==> src/rtl/seq_control_pkg.sv <==
// Shared opcode encodings, source-select constants and sizing helpers for the
// microprogram sequencer controller.
package seq_control_pkg;

  typedef enum logic [3:0] {
    OP_JZ   = 4'd0,
    OP_CONT = 4'd1,
    OP_JMP  = 4'd2,
    OP_CALL = 4'd3,
    OP_RET  = 4'd4,
    OP_LDCT = 4'd5,
    OP_LOOP = 4'd6,
    OP_WAIT = 4'd7
  } uop_e;

  localparam logic [1:0] SEL_PC  = 2'b00;
  localparam logic [1:0] SEL_AR  = 2'b01;
  localparam logic [1:0] SEL_STK = 2'b10;
  localparam logic [1:0] SEL_DIR = 2'b11;

  localparam int STACK_DEPTH_DEF = 4;

  // Bits needed to hold a depth count of 0..depth inclusive.
  function automatic int depth_w(input int depth);
    return (depth < 1) ? 1 : $clog2(depth + 1);
  endfunction

endpackage

==> src/rtl/seq_control_if.sv <==
// Control-store fields, live status and sequencer control lines between the
// microcode pipeline and the sequencer controller.
interface seq_control_if #(parameter int CTR_W = 8);
  logic [3:0]       uop;
  logic [2:0]       cond_sel;
  logic             cond_pol;
  logic [CTR_W-1:0] count_val;
  logic [7:0]       flags;
  logic             hold;
  logic             s1;
  logic             s0;
  logic             zero_n;
  logic             cin;
  logic             re_n;
  logic             fe_n;
  logic             pup;
  logic             ctr_zero;
  logic             stk_err;

  modport master (
    output uop, cond_sel, cond_pol, count_val, flags, hold,
    input  s1, s0, zero_n, cin, re_n, fe_n, pup, ctr_zero, stk_err
  );

  modport slave (
    input  uop, cond_sel, cond_pol, count_val, flags, hold,
    output s1, s0, zero_n, cin, re_n, fe_n, pup, ctr_zero, stk_err
  );
endinterface

==> src/rtl/seq_cond_mux.sv <==
// Branch condition select: picks one live flag (bit 0 reads as always-true)
// and applies the requested polarity.
module seq_cond_mux (
  input  logic [7:0] i_flags,
  input  logic [2:0] i_sel,
  input  logic       i_pol,
  output logic       o_cond
);

  logic w_flag;

  assign w_flag = (i_sel == 3'd0) ? 1'b1 : i_flags[i_sel];
  assign o_cond = w_flag ^ i_pol;

endmodule

==> src/rtl/seq_control.sv <==
// Microprogram sequencer controller: pipelines control-store fields and decodes
// them into source-select/stack/carry controls, tracking loop count and stack depth.
module seq_control
  import seq_control_pkg::*;
#(
  parameter int CTR_W       = 8,
  parameter int STACK_DEPTH = STACK_DEPTH_DEF
) (
  input  logic          clock,
  input  logic          reset,
  seq_control_if.slave  bus
);

  localparam int DW = depth_w(STACK_DEPTH);
  localparam logic [DW-1:0] DEPTH_MAX = DW'(STACK_DEPTH);

  logic [3:0]       r_uop;
  logic [2:0]       r_cond_sel;
  logic             r_cond_pol;
  logic [CTR_W-1:0] r_count_val;
  logic [CTR_W-1:0] r_ctr;
  logic [DW-1:0]    r_depth;
  logic             r_stk_err;

  logic       w_cond;
  logic       w_hold;
  logic       w_ctr_nz;
  logic [1:0] w_sel;
  logic       w_zero_n, w_cin, w_re_n, w_fe_n, w_pup;
  logic       w_push, w_pop, w_ld_ctr, w_dec_ctr, w_clr_depth;

  seq_cond_mux u_cond (
    .i_flags (bus.flags),
    .i_sel   (r_cond_sel),
    .i_pol   (r_cond_pol),
    .o_cond  (w_cond)
  );

  // Reset overrides a stall so the forced-zero microaddress is always visible.
  assign w_hold   = bus.hold & ~reset;
  assign w_ctr_nz = (r_ctr != '0);

  always_ff @(posedge clock or posedge reset) begin
    if (reset) begin
      r_uop       <= OP_JZ;
      r_cond_sel  <= 3'd0;
      r_cond_pol  <= 1'b0;
      r_count_val <= '0;
    end else if (!bus.hold) begin
      r_uop       <= bus.uop;
      r_cond_sel  <= bus.cond_sel;
      r_cond_pol  <= bus.cond_pol;
      r_count_val <= bus.count_val;
    end
  end

  always_comb begin
    w_sel       = SEL_PC;
    w_zero_n    = 1'b1;
    w_cin       = 1'b1;
    w_re_n      = 1'b1;
    w_fe_n      = 1'b1;
    w_pup       = 1'b0;
    w_push      = 1'b0;
    w_pop       = 1'b0;
    w_ld_ctr    = 1'b0;
    w_dec_ctr   = 1'b0;
    w_clr_depth = 1'b0;
    if (w_hold) begin
      w_cin = 1'b0;
    end else begin
      case (r_uop)
        OP_JZ: begin
          w_zero_n    = 1'b0;
          w_cin       = 1'b0;
          w_clr_depth = 1'b1;
        end
        OP_CONT: w_sel = SEL_PC;
        OP_JMP: begin
          if (w_cond) w_sel = SEL_DIR;
          else        w_sel = SEL_PC;
        end
        OP_CALL: begin
          if (w_cond) begin
            w_sel  = SEL_DIR;
            w_fe_n = 1'b0;
            w_pup  = 1'b1;
            w_push = 1'b1;
          end else begin
            w_sel = SEL_PC;
          end
        end
        OP_RET: begin
          if (w_cond) begin
            w_sel  = SEL_STK;
            w_fe_n = 1'b0;
            w_pop  = 1'b1;
          end else begin
            w_sel = SEL_PC;
          end
        end
        OP_LDCT: begin
          w_re_n   = 1'b0;
          w_ld_ctr = 1'b1;
        end
        OP_LOOP: begin
          if (w_ctr_nz) begin
            w_sel     = SEL_AR;
            w_dec_ctr = 1'b1;
          end else begin
            w_sel = SEL_PC;
          end
        end
        OP_WAIT: begin
          if (w_cond) w_cin = 1'b1;
          else        w_cin = 1'b0;
        end
        default: w_sel = SEL_PC;
      endcase
    end
  end

  always_ff @(posedge clock or posedge reset) begin
    if (reset) begin
      r_ctr <= '0;
    end else if (w_ld_ctr) begin
      r_ctr <= r_count_val;
    end else if (w_dec_ctr) begin
      r_ctr <= r_ctr - CTR_W'(1);
    end
  end

  // Overflow/underflow leaves depth pinned and only raises the sticky error.
  always_ff @(posedge clock or posedge reset) begin
    if (reset) begin
      r_depth   <= '0;
      r_stk_err <= 1'b0;
    end else if (w_clr_depth) begin
      r_depth <= '0;
    end else if (w_push) begin
      if (r_depth == DEPTH_MAX) r_stk_err <= 1'b1;
      else                      r_depth   <= r_depth + DW'(1);
    end else if (w_pop) begin
      if (r_depth == '0) r_stk_err <= 1'b1;
      else               r_depth   <= r_depth - DW'(1);
    end
  end

  assign bus.s1       = w_sel[1];
  assign bus.s0       = w_sel[0];
  assign bus.zero_n   = w_zero_n;
  assign bus.cin      = w_cin;
  assign bus.re_n     = w_re_n;
  assign bus.fe_n     = w_fe_n;
  assign bus.pup      = w_pup;
  assign bus.ctr_zero = ~w_ctr_nz;
  assign bus.stk_err  = r_stk_err;

endmodule

==> src/flat_wrapper.sv <==
// flat-port wrapper written by rule: the top's interface ports become plain ports
module seq_control_flat import seq_control_pkg::*;
#(
  parameter int CTR_W       = 8,
  parameter int STACK_DEPTH = STACK_DEPTH_DEF
)
  (clock, reset, bus_uop, bus_cond_sel, bus_cond_pol, bus_count_val, bus_flags, bus_hold, bus_s1, bus_s0, bus_zero_n, bus_cin, bus_re_n, bus_fe_n, bus_pup, bus_ctr_zero, bus_stk_err);
  seq_control_if #(.CTR_W(CTR_W)) bus_i ();
  input  logic clock;
  input  logic reset;
  input wire logic [$bits(bus_i.uop)-1:0] bus_uop;
  input wire logic [$bits(bus_i.cond_sel)-1:0] bus_cond_sel;
  input wire logic [$bits(bus_i.cond_pol)-1:0] bus_cond_pol;
  input wire logic [$bits(bus_i.count_val)-1:0] bus_count_val;
  input wire logic [$bits(bus_i.flags)-1:0] bus_flags;
  input wire logic [$bits(bus_i.hold)-1:0] bus_hold;
  output wire logic [$bits(bus_i.s1)-1:0] bus_s1;
  output wire logic [$bits(bus_i.s0)-1:0] bus_s0;
  output wire logic [$bits(bus_i.zero_n)-1:0] bus_zero_n;
  output wire logic [$bits(bus_i.cin)-1:0] bus_cin;
  output wire logic [$bits(bus_i.re_n)-1:0] bus_re_n;
  output wire logic [$bits(bus_i.fe_n)-1:0] bus_fe_n;
  output wire logic [$bits(bus_i.pup)-1:0] bus_pup;
  output wire logic [$bits(bus_i.ctr_zero)-1:0] bus_ctr_zero;
  output wire logic [$bits(bus_i.stk_err)-1:0] bus_stk_err;
  assign bus_i.uop = bus_uop;
  assign bus_i.cond_sel = bus_cond_sel;
  assign bus_i.cond_pol = bus_cond_pol;
  assign bus_i.count_val = bus_count_val;
  assign bus_i.flags = bus_flags;
  assign bus_i.hold = bus_hold;
  assign bus_s1 = bus_i.s1;
  assign bus_s0 = bus_i.s0;
  assign bus_zero_n = bus_i.zero_n;
  assign bus_cin = bus_i.cin;
  assign bus_re_n = bus_i.re_n;
  assign bus_fe_n = bus_i.fe_n;
  assign bus_pup = bus_i.pup;
  assign bus_ctr_zero = bus_i.ctr_zero;
  assign bus_stk_err = bus_i.stk_err;
  seq_control #(.CTR_W(CTR_W), .STACK_DEPTH(STACK_DEPTH)) u_core (.clock(clock), .reset(reset), .bus(bus_i));
endmodule
==> config.mk <==
export PLATFORM = sky130hd
export DESIGN_NAME = seq_control_flat
export DESIGN_NICKNAME = d
export VERILOG_FILES = /design/src/rtl/seq_control_pkg.sv /design/src/rtl/seq_control_if.sv /design/src/rtl/seq_cond_mux.sv /design/src/rtl/seq_control.sv /design/src/flat_wrapper.sv
export SDC_FILE = /design/constraint.sdc
export NUM_CORES = 1
export LEC_CHECK = 0
export ABC_AREA = 0
export ABC_CLOCK_PERIOD_IN_PS = 7200
export BUFFER_PORTS_ARGS = -buffer_cell sky130_fd_sc_hd__buf_4
export CAP_MARGIN = 20
export CELL_PAD_IN_SITES_DETAIL_PLACEMENT = 0
export CELL_PAD_IN_SITES_GLOBAL_PLACEMENT = 2
export CORE_MARGIN = 2
export CORE_UTILIZATION = 36
export DETAILED_ROUTE_END_ITERATION = 8
export PLACE_DENSITY_LB_ADDON = 0.1
export SLEW_MARGIN = 30
export SYNTH_ARGS = -nofsm -noshare
export SYNTH_HDL_FRONTEND = slang
export SYNTH_SLANG_ARGS = --single-unit
==> constraint.sdc <==
create_clock -name clock -period 7.2 [get_ports clock]
set_input_delay 1.44 -clock clock [delete_from_list [all_inputs] [get_ports clock]]
set_output_delay 1.44 -clock clock [all_outputs]
set_load 0.01 [all_outputs]
==> metrics.md, run 1 <==
| Metric | Value |
|---|---|
| Die height | `71.8 um` |
| Cell repeated most along the worst path | `buf_4` |
| Worst-Skew Late Latency | `0.28 ns` |
| Max Clock Skew | `0.0111 ns` |
| Top cells by area, synth | `dfrtp_1 (42%), mux2_2 (11%), nor4_1 (3.0%)` |
| Final worst slack | `2.72 ns` |
| Clock buffer depth | `2` |
| GR peak layer | `met2` |
| WL per Instance | `15.7 um` |
| Clock-pin slew on the worst setup and hold paths | `0.10 ns` |
| Kind of critical path | `in2out` |
| Seq cells post-synth | `28` |
| Critical Path RT | `5.76 ns` |
| Yosys top cell area share | `0.423` |
| Initial antenna violation count | `0` |
| HPWL Detailed | `2.85 mm` |
| Grt met3 use | `0.0239` |
| Via-to-Cell Ratio | `5.68` |
| Die Wd | `71.8 um` |
| Final hold violations | `0` |
| Final ANT Viol Nets | `0` |
| Sum Neg Setup Slack | `0 ns` |
| Syn_area_per_cell | `10.4 um^2` |
| Buffers plus inverters on the worst setup path | `2` |
| Routing usage on met2 | `0.236` |
| Number of synthesized flops with an enable pin | `0` |
| Synth Flop Type | `dfrtp_1` |
| Starting density of the core | `0.378` |
| Crit. End Element | `output port` |
| Max_cap viols | `0` |
| Area Growth Syn to Fin | `20.2%` |
| Pre-CTS WS | `2.74 ns` |
| Status | `completed` |
| RSZ-0062 raised after global routing | `no` |
| Slowest cell delay on critical path | `0.49 ns` |
| CTS tree | `done` |
| Synth async-reset ratio | `1.00` |
| Remaining Overflow, GRT | `0` |
| Hold Worst Slack | `0.473 ns` |
| Fin nets | `223` |
| FF/Latch Area | `701 um^2` |
| Post-synth top cells | `dfrtp_1 (28), mux2_2 (16), nand2_1 (10)` |
| DRC Markers | `0` |
| N_diodes | `0` |
| Synth Cell Area | `0.00166 mm^2` |
| Max VDD drop | `98.9 uV` |
| Global-route wire length before repair | `6.29 mm` |
| Max-Slew Margin vs Limit | `0.497` |
| Sequential share of the synthesized area | `0.423` |
| Sink Count | `28` |
| CP Max Fanout | `5` |
| Total die area | `0.00516 mm^2` |
| Port Buffers | `34` |
| CP Launch Type | `input pin` |
| CTS Buf Count | `3` |
| Synth area leader | `dfrtp_1` |
| CTS H-tree lvls | `1` |
| M1 GR Usage | `0.226` |
| CTS Hold Bufs | `0` |
| Clock Tree Root | `clkbuf_8` |
| DRT Wirelength | `3.82 mm` |
| Worst-Margin Slew | `0.749 ns` |
| Placeable Area | `0.00438 mm^2` |
| Largest net degree at the start of global routing | `29` |
| Pwr dens | `248 mW/mm^2` |
| Tcrit/Tclk final | `0.623` |
| Synthesis warning total | `0` |
| Vias in the first global route | `1306` |
| I/O pin cnt | `36` |
| Fin crit period | `4.48 ns` |
| Multi-input logic area | `886 um^2` |
| F_max | `223 MHz` |
| All-Layer GR Usage | `0.155` |
| Number of core rows | `24` |
| Post-synth cell types | `53` |
| Syn_nets | `189` |
| Filler cells | `447` |
| Slowest stage cell, crit path | `a2111oi_0` |
| Share of cells above drive strength 1 | `0.335` |
| Most instantiated library cell after synthesis | `dfrtp_1` |
| Setup Buffers After CTS | `0` |
| Worst min path class | `reg2reg` |
| DRT Pass-1 Iters | `4` |
| Final setup viols | `0` |
| Vias | `1380` |
| Syn Inst Count | `159` |
| 1st-iter DRT viols | `123` |
| Critical path cell sequence | `buf_4, mux2i_1, o22ai_1, or3_1, a2111oi_0, nor3_1, buf_4` |
| Final slew viol count | `0` |
| CTS resizes | `0` |
| Leakage power | `0.000846 uW` |
| Critical path arrival | `3.04 ns` |
| Final Wtd Congestion | `0.813` |
| Top delay family on crit path | `compound AO/OA/AOI/OAI gates` |
## metal layers
metal / routed length (um) / vias up
li1: - / 669
met1: 1910 / 667
met2: 1700 / 38
met3: 159 / 6
met4: 45 / 0
met5: 0 / -
## through the flow
stage,instances,util,power (uW),area [um^2]
after global routing,243,0.454,525,1990
final,243,0.454,494,1990
after global placement,240,0.444,401,1950
after detailed placement,240,0.444,406,1950
after floorplan,159,-,355,1660
after CTS,243,0.454,496,1990
## area by class of cell
cell class / instances / area share
clock buffer: 3 / 0.0208
inverter: 9 / 0.0170
timing repair buffer: 35 / 0.132
tap: 52 / 0.0327
sequential: 28 / 0.352
multi-input combinational: 116 / 0.445
## final timing paths
check                                     start                    end  slack (ns)  cells past startpoint
max in group asynchronous                 reset  u_core.r_count_val[0]        5.55                      2
min reg2reg                  u_core.bus.stk_err     u_core.bus.stk_err        0.47                      2
max                                bus_flags[7]                bus_cin        2.72                      7
min in group asynchronous                 reset      u_core.r_depth[2]        1.24                      2
max reg2reg                u_core.r_cond_sel[2]      u_core.r_depth[2]        4.34                     10
min                          u_core.bus.stk_err     u_core.bus.stk_err        0.47                      2
## registers in the layout, summed over array words and instances (netlist names)
name,flops
u_core.r_cond_pol,1
u_core.bus.stk_err,1
u_core.r_count_val,8
u_core.r_ctr,8
u_core.r_depth,3
u_core.r_uop,4
u_core.r_cond_sel,3
## cell usage in the layout, fill, tap and decap left out, types with 3 or more instances in the layout
master    synthesis  final
buf_4             1     35
dfrtp_1          28     28
mux2_2           16     16
nand2_1          10     10
nor4_1            8      8
inv_1             9      8
nor2_1            7      7
o21ai_0           6      6
nor3_1            5      5
nand3_1           5      5
nor3b_1           4      4
nand2b_1          4      4
a21oi_1           3      3
a221o_1           3      3
mux2i_1           3      3
xor2_1            3      3
ha_1              3      3
clkbuf_8          0      3
## worst min-delay path, stage by stage (launching register included)
cell     delay (ns)
dfrtp_1        0.36
inv_1          0.05
o41ai_2        0.04
## cells by family after synthesis
family,after synthesis,share of synthesized area
compound gates,33,0.157
simple gates,57,0.207
fa+ha+maj,3,0.0227
xor+xnor,4,0.0212
mux,19,0.127
flops,28,0.423
buf+inv,15,0.0416
## where the power goes
group	internal [uW]	total, uW	switching [uW]
clock	37.7	88.7	51.0
combinational	83.5	166	82.1
sequential	194	240	46.4
(Power assumes the default switching activity.)
==> inputs of run 2 (changes only) <==
--- a/config.mk
+++ b/config.mk
@@ -6,13 +6,13 @@
 export NUM_CORES = 1
 export LEC_CHECK = 0
 export ABC_AREA = 0
-export ABC_CLOCK_PERIOD_IN_PS = 7200
+export ABC_CLOCK_PERIOD_IN_PS = 4200
 export BUFFER_PORTS_ARGS = -buffer_cell sky130_fd_sc_hd__buf_4
 export CAP_MARGIN = 20
 export CELL_PAD_IN_SITES_DETAIL_PLACEMENT = 0
 export CELL_PAD_IN_SITES_GLOBAL_PLACEMENT = 2
 export CORE_MARGIN = 2
-export CORE_UTILIZATION = 36
+export CORE_UTILIZATION = 34
 export DETAILED_ROUTE_END_ITERATION = 8
 export PLACE_DENSITY_LB_ADDON = 0.1
 export SLEW_MARGIN = 30
==> constraint.sdc (replaced) <==
create_clock -name clock -period 4.2 [get_ports clock]
set_input_delay 0.84 -clock clock [delete_from_list [all_inputs] [get_ports clock]]
set_output_delay 0.84 -clock clock [all_outputs]
set_load 0.01 [all_outputs]
==> metrics.md, run 2 (same netlist as run 1, synthesis figures left out) <==
| Metric | Value |
|---|---|
| All-Layer GR Usage | `0.145` |
| RSZ-0062 raised after global routing | `no` |
| Pwr dens | `423 mW/mm^2` |
| Area Growth Syn to Fin | `22.6%` |
| CTS tree | `done` |
| CTS Buf Count | `3` |
| Max VDD drop | `197 uV` |
| Final design instance area without fill | `0.00203 mm^2` |
| Final ANT Viol Nets | `0` |
| Clock-pin slew on the worst setup and hold paths | `0.10 ns` |
| Most frequent cells in the layout | `buf_4 (36), dfrtp_1 (28), mux2_2 (16)` |
| I/O pin cnt | `36` |
| Initial antenna violation count | `0` |
| Crit. End Element | `output port` |
| Status | `completed` |
| Filler cells | `466` |
| Starting density of the core | `0.350` |
| Number of core rows | `25` |
| Global-route wire length before repair | `6.13 mm` |
| HPWL Detailed | `2.77 mm` |
| Kind of critical path | `in2out` |
| Largest net degree at the start of global routing | `29` |
| Fin nets | `224` |
| DRT Pass-1 Iters | `4` |
| Logic gate share of total power | `0.328` |
| Die Wd | `73.8 um` |
| Clock Tree Root | `clkbuf_8` |
| Max-Slew Margin vs Limit | `0.591` |
| CP Max Fanout | `5` |
| 1st-iter DRT viols | `47` |
| Share of cells above drive strength 1 | `0.342` |
| RR Startpoint | `u_core.r_cond_sel[1]` |
| Internal | `560 uW` |
| Max Clock Skew | `0.00453 ns` |
| CTS H-tree lvls | `1` |
| Port Buffers | `34` |
| Seq pwr share | `0.476` |
| DP Area | `0.00197 mm^2` |
| Clock buffer depth | `2` |
| Slowest stage cell, crit path | `a2111oi_0` |
| CTS Hold Bufs | `0` |
| Sink Count | `28` |
| Max_cap viols | `0` |
| Top delay family on crit path | `simple AND/OR/NAND/NOR gates` |
| Final slew viol count | `0` |
| Final setup viols | `0` |
| Critical path cell sequence | `buf_4, nor3b_1, a211oi_2, or3_1, a2111oi_0, nor3_1, buf_4` |
| DRT Wirelength | `3.69 mm` |
| Via-to-Cell Ratio | `5.18` |
| Crit path launch | `bus_flags[2]` |
| Slowest cell delay on critical path | `0.44 ns` |
| Final hold violations | `0` |
| Leading cell type in the layout, fill and taps excluded | `buf_4` |
| Worst-Skew Late Latency | `0.27 ns` |
| F_max | `310 MHz` |
| Clock share of power | `0.195` |
| CTS resizes | `0` |
| WL per Instance | `14.2 um` |
| Die height | `73.8 um` |
| Cell repeated most along the worst path | `buf_4` |
| Tcrit/Tclk final | `0.767` |
| Hold wc startpoint | `u_core.bus.stk_err` |
| CP Launch Type | `input pin` |
| Sum Neg Setup Slack | `0 ns` |
| Final Wtd Congestion | `0.757` |
| N_diodes | `0` |
| Final Power | `858 uW` |
| Sw Ratio | `0.347` |
| Placeable Area | `0.00472 mm^2` |
| Critical path arrival | `2.38 ns` |
| Worst min path class | `reg2reg` |
| Vias in the first global route | `1328` |
| Remaining Overflow, GRT | `0` |
| Switch Pwr | `298 uW` |
| Total die area | `0.00544 mm^2` |
| Setup Buffers After CTS | `0` |
| Critical Path RT | `3.36 ns` |
| Vias | `1346` |
| DRC Markers | `0` |
| Leakage power | `0.000859 uW` |
| Fin crit period | `3.22 ns` |
| Worst-Margin Slew | `0.613 ns` |
| Top flop regs | `u_core.r_count_val x8, u_core.r_ctr x8, u_core.r_uop x4` |
| Buffers plus inverters on the worst setup path | `2` |
==> run 2: cell count changes in the layout (fill, tap and decap cells not counted), sizes merged <==
cell    delta
buf        +1
clkbuf     +1
==> run 2: worst min-delay path, delay by kind of cell (launching register included) <==
| family | cells | cell delay [ns] |
|---|---|---|
| flops | 1 | 0.36 |
| compound gates | 1 | 0.04 |
| buf+inv | 1 | 0.05 |
==> run 2: worst paths after layout <==
kind,endpoint,slack [ns],cells past startpoint
min in group asynchronous,u_core.bus.stk_err,0.64,2
worst max register to register,u_core.r_depth[2],1.58,11
worst min register to register,u_core.bus.stk_err,0.47,2
max in group asynchronous,u_core.r_cond_sel[0],3.15,2
worst max-delay path,bus_cin,0.98,7
worst min-delay path,u_core.bus.stk_err,0.47,2
==> run 2: metal layers <==
metal	wire length (um)	global-route usage
met1	1670	0.184
met2	1880	0.252
met3	118	0.0206
met4	25	0.0465
met5	0	0
==> run 2: final cells by class <==
type                       instances  area [um^2]  area share
clock buffer                       4         55.1      0.0271
inverter                           9         33.8      0.0166
multi-input combinational        116          886       0.436
sequential                        28          701       0.345
tap                               67         83.8      0.0413
timing repair buffer              36          270       0.133
==> run 2: metrics by stage <==
stage	setup WS [ns]	utilization	hold WS (ns)	std cells
detailed placement	0.981	0.418	0.447	256
finish	0.978	0.430	0.475	260
global placement	0.994	0.418	0.448	256
CTS	0.980	0.430	0.474	260
floorplan	1.33	-	0.444	159
global route	0.828	0.430	0.519	260
==> run 2: power groups by stage <==
stage | registers (uW) | logic [uW] | clock network (uW)
floorplan | 386 | 223 | 0
global placement | 412 | 279 | 0
detailed placement | 412 | 284 | 0
CTS | 408 | 285 | 177
global route | 421 | 315 | 188
finish | 409 | 282 | 168
